<file path="config.mk">
export PLATFORM = sky130hd
export DESIGN_NAME = run_ctrl
export DESIGN_NICKNAME = d
export VERILOG_FILES = /design/src/rtl/run_ctrl_pkg.sv /design/src/rtl/run_ctrl_sat_counter.sv /design/src/rtl/run_ctrl.sv
export SDC_FILE = /design/constraint.sdc
export NUM_CORES = 1
export LEC_CHECK = 0
export ABC_AREA = 1
export ABC_CLOCK_PERIOD_IN_PS = 1400
export CAP_MARGIN = 0
export CORE_MARGIN = 5
export CORE_UTILIZATION = 43
export CTS_BUF_LIST = sky130_fd_sc_hd__clkbuf_4 sky130_fd_sc_hd__clkbuf_8 sky130_fd_sc_hd__clkbuf_16
export DETAILED_ROUTE_END_ITERATION = 6
export GPL_ROUTABILITY_DRIVEN = 0
export PLACE_DENSITY = 0.78
export SLEW_MARGIN = 10
export SYNTH_ARGS = -nofsm -noshare
export SYNTH_HDL_FRONTEND = slang
export SYNTH_SLANG_ARGS = --single-unit
</file>
<file path="constraint.sdc">
create_clock -name clk -period 1.4 [get_ports clk]
set_input_delay 0.28 -clock clk [delete_from_list [all_inputs] [get_ports clk]]
set_output_delay 0.28 -clock clk [all_outputs]
set_load 0.1 [all_outputs]
</file>
<file path="src/rtl/run_ctrl_pkg.sv">
// Shared types and constants for the run controller and the benches that drive it.
// Address constants describe where the core expects its jump-target LUT in data memory.
package run_ctrl_pkg;

    typedef enum logic [2:0] {
        IDLE  = 3'd0,
        LOAD  = 3'd1,
        HOLD  = 3'd2,
        RUN   = 3'd3,
        DONE  = 3'd4,
        FAULT = 3'd5
    } state_t;

    // The core raises core_done when its PC reaches this value.
    localparam logic [7:0] DONE_PC  = 8'd128;
    localparam logic [7:0] LUT_BASE = 8'd1;
    localparam logic [7:0] LUT_LAST = 8'd4;

endpackage

</file>
<file path="src/rtl/run_ctrl_sat_counter.sv">
// Saturating up-counter with synchronous clear; clear has priority over enable.
// Latency: count visible the cycle after enable. No backpressure.
// Holds at all-ones instead of wrapping.
module sat_counter #(
    parameter int W = 16
) (
    input  logic         clk,
    input  logic         rst_n,
    input  logic         clr,
    input  logic         en,
    output logic [W-1:0] q
);

    always_ff @(posedge clk or negedge rst_n) begin
        if (!rst_n) begin
            q <= '0;
        end else if (clr) begin
            q <= '0;
        end else if (en && (q != {W{1'b1}})) begin
            q <= q + W'(1);
        end
    end

endmodule

</file>
<file path="src/rtl/run_ctrl.sv">
// Host run controller: preloads data memory, holds the core in reset, then times its run.
// Latency: memory write one cycle after each accepted load byte; core released RST_CYC cycles after the last byte.
// Backpressure: ld_ready is high only in LOAD; bytes offered in any other state are not taken.
module run_ctrl
    import run_ctrl_pkg::*;
#(
    parameter int          AW      = 8,
    parameter int          CW      = 16,
    parameter int unsigned TIMEOUT = 32'hFFFF,
    parameter int          RST_CYC = 2
) (
    input  logic          clk,
    input  logic          reset,
    input  logic          start,
    input  logic          ld_valid,
    output logic          ld_ready,
    input  logic [AW-1:0] ld_addr,
    input  logic [7:0]    ld_data,
    input  logic          ld_last,
    output logic          mem_wr_en,
    output logic [AW-1:0] mem_addr,
    output logic [7:0]    mem_dat,
    output logic          core_rst,
    output logic          core_req,
    input  logic          core_done,
    output logic          busy,
    output logic          finished,
    output logic          timeout,
    output logic [CW-1:0] cycles
);

    localparam int HW = (RST_CYC > 1) ? $clog2(RST_CYC) : 1;

    state_t        state;
    state_t        next_state;
    logic [HW-1:0] hold_cnt;
    logic          xfer;
    logic          launch;
    logic          cnt_en;
    logic          go_run;
    logic          set_fin;
    logic          set_to;

    always_ff @(posedge clk or negedge reset) begin
        if (!reset) begin
            state <= IDLE;
        end else begin
            state <= next_state;
        end
    end

    always_comb begin
        next_state = state;
        launch     = 1'b0;
        cnt_en     = 1'b0;
        go_run     = 1'b0;
        set_fin    = 1'b0;
        set_to     = 1'b0;
        xfer       = ld_valid && (state == LOAD);
        ld_ready   = (state == LOAD);
        core_rst   = (state != RUN);
        busy       = (state == LOAD) || (state == HOLD) || (state == RUN);
        case (state)
            IDLE, DONE, FAULT: begin
                if (start) begin
                    next_state = LOAD;
                    launch     = 1'b1;
                end
            end
            LOAD: begin
                if (xfer && ld_last) begin
                    next_state = HOLD;
                end
            end
            // Counting starts on the entry edge so the first RUN cycle already reads 1.
            HOLD: begin
                if (hold_cnt == '0) begin
                    next_state = RUN;
                    go_run     = 1'b1;
                    cnt_en     = 1'b1;
                end
            end
            RUN: begin
                if (core_done) begin
                    next_state = DONE;
                    set_fin    = 1'b1;
                end else if (cycles == CW'(TIMEOUT)) begin
                    next_state = FAULT;
                    set_to     = 1'b1;
                end else begin
                    cnt_en     = 1'b1;
                end
            end
            default: next_state = IDLE;
        endcase
    end

    always_ff @(posedge clk or negedge reset) begin
        if (!reset) begin
            hold_cnt <= '0;
        end else if (state == LOAD) begin
            hold_cnt <= HW'(RST_CYC - 1);
        end else if ((state == HOLD) && (hold_cnt != '0)) begin
            hold_cnt <= hold_cnt - HW'(1);
        end
    end

    always_ff @(posedge clk or negedge reset) begin
        if (!reset) begin
            mem_wr_en <= 1'b0;
            mem_addr  <= '0;
            mem_dat   <= '0;
        end else begin
            mem_wr_en <= xfer;
            if (xfer) begin
                mem_addr <= ld_addr;
                mem_dat  <= ld_data;
            end
        end
    end

    always_ff @(posedge clk or negedge reset) begin
        if (!reset) begin
            core_req <= 1'b0;
            finished <= 1'b0;
            timeout  <= 1'b0;
        end else begin
            core_req <= go_run;
            if (launch) begin
                finished <= 1'b0;
                timeout  <= 1'b0;
            end else begin
                if (set_fin) finished <= 1'b1;
                if (set_to)  timeout  <= 1'b1;
            end
        end
    end

    sat_counter #(.W(CW)) u_cycles (
        .clk   (clk),
        .rst_n (reset),
        .clr   (launch),
        .en    (cnt_en),
        .q     (cycles)
    );

endmodule
</file>
==> results of run 1 <==
-- repair_timing --
action                     in CTS  in global routing
setup buffers                  12                 10
gates cloned                    1                  2
hold buffers                    1                  0
pin swaps                      20                 30
setup endpoints to repair      24                 52
resized for setup              17                 69
hold endpoints to repair       40                  0
-- layout make-up --
class                   count  share of cell area
repair buffers            131              0.4017
multi-input cells         203              0.2813
clock inverters             3            0.009861
well taps                  67             0.01943
flip-flops and latches     40              0.2451
clock buffers               5             0.01595
inverters                  25             0.02668
-- path summary, 6_finish.rpt --
kind                                from            end  slack (ps)  cells after the start
min in group clk              ld_addr[6]    mem_addr[6]         540                      3
hold / removal                     reset        timeout         490                      3
setup / recovery           u_cycles.q[8]  u_cycles.q[1]        -340                      9
hold reg to reg              mem_addr[1]    mem_addr[1]         570                      2
max in group asynchronous          reset  u_cycles.q[9]         680                      3
setup reg to reg           u_cycles.q[8]  u_cycles.q[1]        -340                      9
-- cells by family after synthesis --
logic type,after synthesis
flip-flops,40
AND/OR/NAND/NOR,185
XOR/XNOR,7
AO/OA/AOI/OAI,10
adder cells (fa/ha/maj),1
buffers and inverters,30
-- placed cells by master (no fill, tap or decap), drive strengths merged --
master	Yosys	layout
xnor2	3	3
bufinv	0	1
o21bai	4	4
nor2	32	32
a31oi	2	2
ha	1	1
dlygate4sd3	0	1
clkdlybuf4s50	0	20
dfrtp	40	40
a21oi	1	1
o2bb2ai	1	1
clkbuf	0	7
buf	5	108
inv	25	24
nand3	24	24
nor3	2	2
clkinv	0	1
xor2	4	4
o21ai	2	2
nand3b	5	5
clkinvlp	0	2
nand2	117	117
nand4	5	5
-- flip-flops by register name, summed over array words and instances (netlist names) --
name        count
u_cycles.q     16
mem_addr        8
mem_dat         8
state           3
core_req        1
finished        1
hold_cnt        1
mem_wr_en       1
timeout         1
-- per-stage QoR --
stage	area (um^2)	std cells
3_3_place_gp	3657	442
2_1_floorplan	2235	273
4_1_cts	3965	464
6_report	4314	474
5_1_grt	4314	474
3_5_place_dp	3657	442
-- power by group --
part / leakage, nW / total [W] / internal [W] / switching [W]
registers: 0.493 / 0.00190 / 0.00149 / 0.000411
clock network: 0.0541 / 0.000974 / 0.000528 / 0.000446
logic: 1.47 / 0.00647 / 0.00245 / 0.00403
total: 2.01 / 0.00935 / 0.00446 / 0.00489
-- per-layer routing --
layer / routed length [um] / global-route usage
met5: 0 / 0
met4: 587 / 0.09459
met3: 835 / 0.07788
met2: 4926 / 0.4296
met1: 3311 / 0.2684
-- tightest hold or removal path, stage by stage --
cell and delay (ps):
dlygate4sd3_1 530, buf_2 130, buf_12 230
==> metrics.txt, run 1 <==
status complete, but fails checks; failing checks negative setup slack; Worst Path Max Fanout 8; Distinct cells, synth 23; Adder-Cell Fraction of Synth Area 0.005938; CP required 1630 ps; die height 80 um; first-pass GRT wire length 12030 um; Buffers on Ports 60; post-route ant nets 0; Crit. End Element flop; Nets 429; slowest stage cell on the critical path dfrtp_4; initial core utilization 0.4432; antenna violations before repair 0; Cell Pwr Density 2167 nW/um^2; Register Area 1057 um^2; vias in the first global route 2471; slew margin rel. 0.7605; Tmin final 1741 ps; P_leak 2.015 nW; CP top delay family simple AND/OR/NAND/NOR gates; Detailed Route Iter0 Violations 270; setup_tns -6784 ps; vias per inst 5.686; Area Overhead vs Synth 104.8%; Clock Skews 5.649 ps; cell mode on critical path nand2_1; critical path launch point type flop; Ant. Diodes 0; Overall Power 0.009351 W; post-synthesis cell area 2107 um^2; Place WS -87.08 ps; IO Pins 61; compound-cell area share of the yosys netlist 0.03979; post-synthesis cell count 273; final period utilization 1.244; Final Max Tran Viols 0; Net Count, Synth 296; DRT Pass-1 Iters 6; CTS tree done; Commonest cells post-synth nand2_1, dfrtp_1, nand3_1; multi-input logic area 1214 um^2; critical path cell sequence nand2_1, nor2_1, nand2_4, nor2_4, a21oi_4, buf_12, nor2_4, nand2_1, nand2_1; ys flop type dfrtp_1; critical path class reg -> reg; clock tree sinks 40; WL/cell 20.38 um; CTS H-tree lvls 2; Synth Area in XOR/XNOR 0.02910; largest area contributor in the netlist dfrtp_1; Clock Latency Late Sink 300 ps; CTS clk-pin slew, worst paths 80 ps; Fin. Hold Viols 0; largest net degree at the start of global routing 41; total global-route track usage 0.2430; Core ar. 4755 um^2; Via Count 2695; fin util 0.9074; die area 6400 um^2; hold crit path type in -> async; count leader, synth nand2_1; unrepaired setup endpoints after global routing true; cell row count 25; Buf/Inv on CP 1; Hold WS 492.6 ps; Yosys reg bits 40; global route overflow 0; ys async rst share 1.000; die width 80 um; mux cell area share after synthesis 0; Post-Synth Simple-Gate Area 0.3907; largest cells by area after synthesis dfrtp_1, nand2_1, nand3_1, nor2_1, inv_1; FMAX 0.5744 GHz; setup ws final -341.0 ps; register area share after synthesis 0.4751; # fillers 167; dpl hpwl 4614 um; Peak VDD IR 0.002544 V; layout cells sized above 1 0.4988; crit-path max cell delay 430 ps; max cap viols 0; CTS root buffer clkbuf_8; Synth Warn # 0; drc violations 0; syn avg cell area 7.718 um^2; EDFF count, synth 0; Routed WL 9662 um; final setup violation count 40; Num CTS Buffers 5; Least-Margin Pin Slew 357.9 ps; Worst EP arrival 1970 ps; share of the synthesized area in the top cell type 0.4751; largest family of logic cells by synthesized area simple AND/OR/NAND/NOR gates; clock buffer depth 2
Power figures use the tool's default switching activity.
==> run 2, diff against run 1 <==
Settings changed: HOLD_SLACK_MARGIN set to 0.12.
==> results of run 2 <==
Final layout, timing and power as in run 1 (identical DEF).
